<file path="src/rtl/dma_flow_ctrl_if.sv">
// Config and peripheral flow-control signals of the DMA flow router.
// The master side is the config block plus peripherals; the slave side is the router.
interface dma_flow_ctrl_if #(
  parameter int unsigned NUM_CH  = 4,
  parameter int unsigned NUM_SRC = 3
);
  logic [31:0]          write_data;
  logic [3:0]           ahb_byte;
  logic [NUM_CH-1:0]    ch_flow_sel;
  logic [NUM_SRC-1:0]   data_av;
  logic [NUM_SRC-1:0]   slot_av;
  logic [NUM_SRC-1:0]   word_av;
  logic [NUM_CH-1:0]    ch_xfer_done;
  logic [32*NUM_CH-1:0] flow_rdata;
  logic [NUM_CH-1:0]    ch_slot_av;
  logic [NUM_CH-1:0]    ch_data_av;
  logic [NUM_CH-1:0]    ch_word_av;
  logic [NUM_CH-1:0]    ch_holdoff;

  modport master (
    output write_data, ahb_byte, ch_flow_sel, data_av, slot_av, word_av, ch_xfer_done,
    input  flow_rdata, ch_slot_av, ch_data_av, ch_word_av, ch_holdoff
  );

  modport slave (
    input  write_data, ahb_byte, ch_flow_sel, data_av, slot_av, word_av, ch_xfer_done,
    output flow_rdata, ch_slot_av, ch_data_av, ch_word_av, ch_holdoff
  );
endinterface

</file>
<file path="src/rtl/dma_flow_ctrl.sv">
// Per-channel flow registers, peripheral line synchroniser, source routing
// and post-transfer hold-off masking for the DMA.
module dma_flow_ctrl #(
  parameter int unsigned NUM_CH      = 4,
  parameter int unsigned NUM_SRC     = 3,
  parameter int unsigned SYNC_STAGES = 2
) (
  input logic           hclk,
  input logic           n_hreset,
  dma_flow_ctrl_if.slave bus
);

  localparam int unsigned SW = 3 * NUM_SRC;
  // Writable bits: selects [11:0], invert [12], hold-off length [23:16].
  localparam logic [31:0] WR_MASK = 32'h00FF_1FFF;

  logic [31:0]                     flow_q [NUM_CH];
  logic [7:0]                      hold_q [NUM_CH];
  logic [SYNC_STAGES-1:0][SW-1:0]  sync_q;
  logic [SW-1:0]                   sync_v;
  logic [15:0]                     data_ext;
  logic [15:0]                     slot_ext;
  logic [15:0]                     word_ext;
  logic [NUM_CH-1:0]               slot_r;
  logic [NUM_CH-1:0]               data_r;
  logic [NUM_CH-1:0]               word_r;
  logic [NUM_CH-1:0]               hold_r;
  logic [32*NUM_CH-1:0]            rdata_r;

  always_ff @(posedge hclk) begin
    if (!n_hreset) begin
      sync_q <= '0;
    end else begin
      sync_q[0] <= {bus.word_av, bus.slot_av, bus.data_av};
      for (int unsigned i = 1; i < SYNC_STAGES; i++) begin
        sync_q[i] <= sync_q[i-1];
      end
    end
  end

  assign sync_v = sync_q[SYNC_STAGES-1];

  // Selects at or above NUM_SRC land on the padded '1' bits, giving tied-active lines.
  assign data_ext = {{(16-NUM_SRC){1'b1}}, sync_v[NUM_SRC-1:0]};
  assign slot_ext = {{(16-NUM_SRC){1'b1}}, sync_v[2*NUM_SRC-1:NUM_SRC]};
  assign word_ext = {{(16-NUM_SRC){1'b1}}, sync_v[3*NUM_SRC-1:2*NUM_SRC]};

  always_ff @(posedge hclk) begin
    if (!n_hreset) begin
      for (int unsigned n = 0; n < NUM_CH; n++) begin
        flow_q[n] <= '0;
        hold_q[n] <= '0;
      end
    end else begin
      for (int unsigned n = 0; n < NUM_CH; n++) begin
        // Load uses the pre-write HO, so a same-cycle write only affects the next load.
        if (bus.ch_xfer_done[n] && (flow_q[n][23:16] != 8'd0)) begin
          hold_q[n] <= flow_q[n][23:16];
        end else if (hold_q[n] != 8'd0) begin
          hold_q[n] <= hold_q[n] - 8'd1;
        end
        if (bus.ch_flow_sel[n]) begin
          for (int unsigned k = 0; k < 4; k++) begin
            if (bus.ahb_byte[k]) begin
              flow_q[n][8*k +: 8] <= bus.write_data[8*k +: 8] & WR_MASK[8*k +: 8];
            end
          end
        end
      end
    end
  end

  always_comb begin
    slot_r  = '0;
    data_r  = '0;
    word_r  = '0;
    hold_r  = '0;
    rdata_r = '0;
    for (int unsigned n = 0; n < NUM_CH; n++) begin
      hold_r[n]           = (hold_q[n] != 8'd0);
      rdata_r[32*n +: 32] = flow_q[n];
      slot_r[n] = (slot_ext[flow_q[n][3:0]]  ^ flow_q[n][12]) & ~hold_r[n];
      data_r[n] = (data_ext[flow_q[n][7:4]]  ^ flow_q[n][12]) & ~hold_r[n];
      word_r[n] = (word_ext[flow_q[n][11:8]] ^ flow_q[n][12]) & ~hold_r[n];
    end
  end

  assign bus.ch_slot_av = slot_r;
  assign bus.ch_data_av = data_r;
  assign bus.ch_word_av = word_r;
  assign bus.ch_holdoff = hold_r;
  assign bus.flow_rdata = rdata_r;

endmodule
</file>
<file path="src/flat_wrapper.sv">
// flat-port wrapper written by rule: the top's interface ports become plain ports
module dma_flow_ctrl_flat 
#(
  parameter int unsigned NUM_CH      = 4,
  parameter int unsigned NUM_SRC     = 3,
  parameter int unsigned SYNC_STAGES = 2
)
  (hclk, n_hreset, bus_write_data, bus_ahb_byte, bus_ch_flow_sel, bus_data_av, bus_slot_av, bus_word_av, bus_ch_xfer_done, bus_flow_rdata, bus_ch_slot_av, bus_ch_data_av, bus_ch_word_av, bus_ch_holdoff);
  dma_flow_ctrl_if #(.NUM_CH(NUM_CH), .NUM_SRC(NUM_SRC)) bus_i ();
  input logic hclk;
  input logic n_hreset;
  input wire logic [$bits(bus_i.write_data)-1:0] bus_write_data;
  input wire logic [$bits(bus_i.ahb_byte)-1:0] bus_ahb_byte;
  input wire logic [$bits(bus_i.ch_flow_sel)-1:0] bus_ch_flow_sel;
  input wire logic [$bits(bus_i.data_av)-1:0] bus_data_av;
  input wire logic [$bits(bus_i.slot_av)-1:0] bus_slot_av;
  input wire logic [$bits(bus_i.word_av)-1:0] bus_word_av;
  input wire logic [$bits(bus_i.ch_xfer_done)-1:0] bus_ch_xfer_done;
  output wire logic [$bits(bus_i.flow_rdata)-1:0] bus_flow_rdata;
  output wire logic [$bits(bus_i.ch_slot_av)-1:0] bus_ch_slot_av;
  output wire logic [$bits(bus_i.ch_data_av)-1:0] bus_ch_data_av;
  output wire logic [$bits(bus_i.ch_word_av)-1:0] bus_ch_word_av;
  output wire logic [$bits(bus_i.ch_holdoff)-1:0] bus_ch_holdoff;
  assign bus_i.write_data = bus_write_data;
  assign bus_i.ahb_byte = bus_ahb_byte;
  assign bus_i.ch_flow_sel = bus_ch_flow_sel;
  assign bus_i.data_av = bus_data_av;
  assign bus_i.slot_av = bus_slot_av;
  assign bus_i.word_av = bus_word_av;
  assign bus_i.ch_xfer_done = bus_ch_xfer_done;
  assign bus_flow_rdata = bus_i.flow_rdata;
  assign bus_ch_slot_av = bus_i.ch_slot_av;
  assign bus_ch_data_av = bus_i.ch_data_av;
  assign bus_ch_word_av = bus_i.ch_word_av;
  assign bus_ch_holdoff = bus_i.ch_holdoff;
  dma_flow_ctrl #(.NUM_CH(NUM_CH), .NUM_SRC(NUM_SRC), .SYNC_STAGES(SYNC_STAGES)) u_core (.hclk(hclk), .n_hreset(n_hreset), .bus(bus_i));
endmodule
</file>
<file path="config.mk">
export PLATFORM = sky130hd
export DESIGN_NAME = dma_flow_ctrl_flat
export DESIGN_NICKNAME = d
export VERILOG_FILES = /design/src/rtl/dma_flow_ctrl_if.sv /design/src/rtl/dma_flow_ctrl.sv /design/src/flat_wrapper.sv
export SDC_FILE = /design/constraint.sdc
export NUM_CORES = 1
export LEC_CHECK = 0
export CORE_MARGIN = 3
export CORE_UTILIZATION = 48
export DETAILED_ROUTE_END_ITERATION = 16
export PLACE_DENSITY_LB_ADDON = 0.15
export SYNTH_ARGS = -nofsm -noshare
export SYNTH_HDL_FRONTEND = slang
export SYNTH_SLANG_ARGS = --single-unit
</file>
<file path="constraint.sdc">
create_clock -name hclk -period 2.8 [get_ports hclk]
set_input_delay 0.28 -clock hclk [delete_from_list [all_inputs] [get_ports hclk]]
set_output_delay 0.28 -clock hclk [all_outputs]
set_load 0.005 [all_outputs]
</file>
==> impl_metrics.toml <==
[outcome]
status = "finished clean"

[critical_path]
crit_chain = "or4_4 > nor3_4 > nand2b_1 > buf_4 > mux2i_1 > dlymetal6s2s_1"
crit_fanout = 3
critical_path_class = "register to primary output"
reg2reg_slack_ps = 640
path_buf_inv = 2
slowest_delay_ps = 570
end_kind = "primary output"
crit_arrival_ps = 2440
worstSetupStartpointType = "register"
cp_top_family = "simple AND/OR/NAND/NOR gates"
slowest_stage = "or4_4"
critPathRequiredTime_ps = 2520

[power_and_ir_drop]
p_leak_nw = 3.55
power_per_cell_area_nw_per_um2 = 813
p_total_mw = 7.24
peakVddDrop_mv = 0.530

[layout]
multiInputGateArea_um2 = 2620
postLayoutCellArea_um2 = 8900
drive_gt1_frac = 0.0688
area_growth_pct = 32.8
n_fill_cell = 1002
n_antenna_cell = 0
finalNetCount = 806
regArea_um2 = 3840

[timing]
finClkSkew_ps = 4.09
max_slew_margin = 0.566
hold_viol = 0
fin_crit_sh = 0.972
min_period_ps = 2720
final_max_slew_viol_count = 0
setup_viol = 0
worst_slew_pin_slew_ps = 651
fmax_ghz = 0.367

[global_routing]
grt_antenna_before_repair = 0
grt.overflow.total = 0
track_usage = 0.213
grt_pass1_vias = 4761
grt_max_degree = 38
grt_pass1_wl_um = 24400

[cts]
cts_sinks = 134
cts_hold_buf = 0
clock_latency_ps = 420
cts.htree.levels = 4
clk_pin_slew_ps = 50
cts_tree = "yes"
cts_buffers = 17
cts_root_buf = "clkbuf_16"
cts_buffer_depth = 2

[yosys]
synth_edf_count = 116
synth_area_um2 = 6700
netlist_top_cells_area = "edfxtp_1 52%, and2_1 10%, dfxtp_1 5.4%"
ys.flop_type = "edfxtp_1"
avgSynthCellArea_um2 = 11.5
synthTopCellsByCount = "116 x edfxtp_1, 111 x and2_1, 53 x nand2_1"
async_flop_share = 0
yosys.area.top_type = "edfxtp_1"
synth.most_common_cell = "edfxtp_1"
yosysWarnings = 0
ys_seq_area_frac = 0.573
ys_types = 37
postSynthCellCount = 582
synth_top_area_share = 0.520
synth-seq-cells = 134

[detailed_routing]
dr_total_vias = 4821
drtIter0Drc = 272
vias_per_cell = 5.17
drt.antenna.violating_nets = 0
routedWlPerCell_um = 17.3
drc = 0
first_pass_iters = 4
wl_um = 16100

[floorplan]
core_area_um2 = 13500
ios = 199
die_x_um = 124
initial_utilization = 0.498
fp.dieArea_um2 = 15400
die_y_um = 124
row_count = 42

[placed_design]
hpwl_um = 12000
routabilityCongestion = 0.896
numPortBuffers = 142
place_area_um2 = 8150

[min_path]
hp-class = "register to register"

[job]
drv_cap = 0
==> power by group <==
| group | internal [mW] | total, mW | switching, mW |
|---|---|---|---|
| logic | 1.08 | 2.06 | 0.978 |
| registers | 2.56 | 2.86 | 0.299 |
| clock network | 1.53 | 2.32 | 0.792 |
==> cells by family after synthesis <==
kind of cell             Yosys count  share of synthesized area
adder cells (fa/ha/maj)            8                     0.0149
AND/OR/NAND/NOR                  268                      0.225
buffers and inverters             69                     0.0633
multiplexers                      34                     0.0508
AO/OA/AOI/OAI                     47                     0.0444
XOR/XNOR                          21                     0.0274
other                              1                   0.000559
flip-flops                       134                      0.573
==> repair_timing <==
| item | 4_1_cts | 5_1_grt |
|---|---|---|
| resized for setup | 5 | 7 |
| pin swaps | 4 | 2 |
| endpoints found under the hold margin | 0 | 0 |
| buffers inserted | 6 | 4 |
| setup endpoints to repair | 10 | 7 |
==> layer usage <==
metal  vias up  GRT usage  wire length (um)
met5         -          0                 0
met4         0      0.106               430
met3        33     0.0527              1020
met2       178      0.341              8080
met1      2308      0.271              6580
li1       2302          -                 -
==> stage by stage <==
| stage | hold slack [ps] | setup WS [ps] | util | instances | setup TNS [ps] |
|---|---|---|---|---|---|
| 2_1_floorplan | 407 | 815 | - | 625 | 0 |
| 3_3_place_gp | 417 | 335 | 0.606 | 890 | 0 |
| 3_5_place_dp | 419 | 301 | 0.606 | 890 | 0 |
| 4_1_cts | 432 | -1.47 | 0.657 | 928 | -1.47 |
| 5_1_grt | 436 | -3.59 | 0.661 | 932 | -7.01 |
| 6_report | 432 | 77.8 | 0.661 | 932 | 0 |
==> placed cells by master (no fill, tap or decap), types with 2 or more instances in the layout <==
| cell type | netlist | routed |
|---|---|---|
| a21boi_0 | 2 | 2 |
| clkbuf_1 | 11 | 3 |
| edfxtp_1 | 116 | 116 |
| nor3_1 | 19 | 19 |
| mux2i_1 | 34 | 34 |
| conb_1 | 1 | 44 |
| dlygate4sd2_1 | 0 | 3 |
| clkbuf_16 | 0 | 22 |
| o21ai_1 | 3 | 3 |
| xor2_1 | 10 | 10 |
| dlymetal6s2s_1 | 0 | 3 |
| nor3b_1 | 6 | 6 |
| and2_1 | 111 | 110 |
| clkbuf_8 | 0 | 2 |
| nand3_1 | 23 | 23 |
| and3_1 | 12 | 12 |
| or4_4 | 2 | 2 |
| or4_1 | 8 | 8 |
| nor2_1 | 18 | 18 |
| a31oi_1 | 2 | 2 |
| ha_1 | 8 | 8 |
| inv_1 | 12 | 12 |
| dfxtp_1 | 18 | 18 |
| o31ai_1 | 13 | 13 |
| clkinv_2 | 0 | 4 |
| nand2_1 | 53 | 52 |
| o21a_1 | 3 | 3 |
| nor4_1 | 5 | 3 |
| o21ai_0 | 19 | 19 |
| nand2b_1 | 5 | 5 |
| buf_4 | 44 | 13 |
| clkdlybuf4s50_1 | 0 | 135 |
| o31a_1 | 3 | 3 |
| xnor2_1 | 11 | 11 |
==> flip-flops by register name, indices dropped and copies added (netlist names) <==
signal         cells
u_core.flow_q     84
u_core.hold_q     32
u_core.sync_q      9
u_core.sync_v      9
==> final timing paths <==
kind | start | endpoint | cells past startpoint
setup / recovery | u_core.hold_q[0][4] | bus_ch_word_av[0] | 6
hold / removal | u_core.sync_q[0] | u_core.sync_v[0] | 1
setup reg to reg | u_core.flow_q[0][35] | u_core.hold_q[0][13] | 3
hold reg to reg | u_core.sync_q[0] | u_core.sync_v[0] | 1
==> cell type report <==
cell class,count,area share
Sequential cell,134,0.432
Tap cell,176,0.0247
Multi-Input combinational cell,422,0.295
Clock inverter,5,0.00562
Inverter,12,0.00506
Timing Repair Buffer,156,0.172
Clock buffer,27,0.0662
Note: power is estimated with default switching activity, not from simulation.
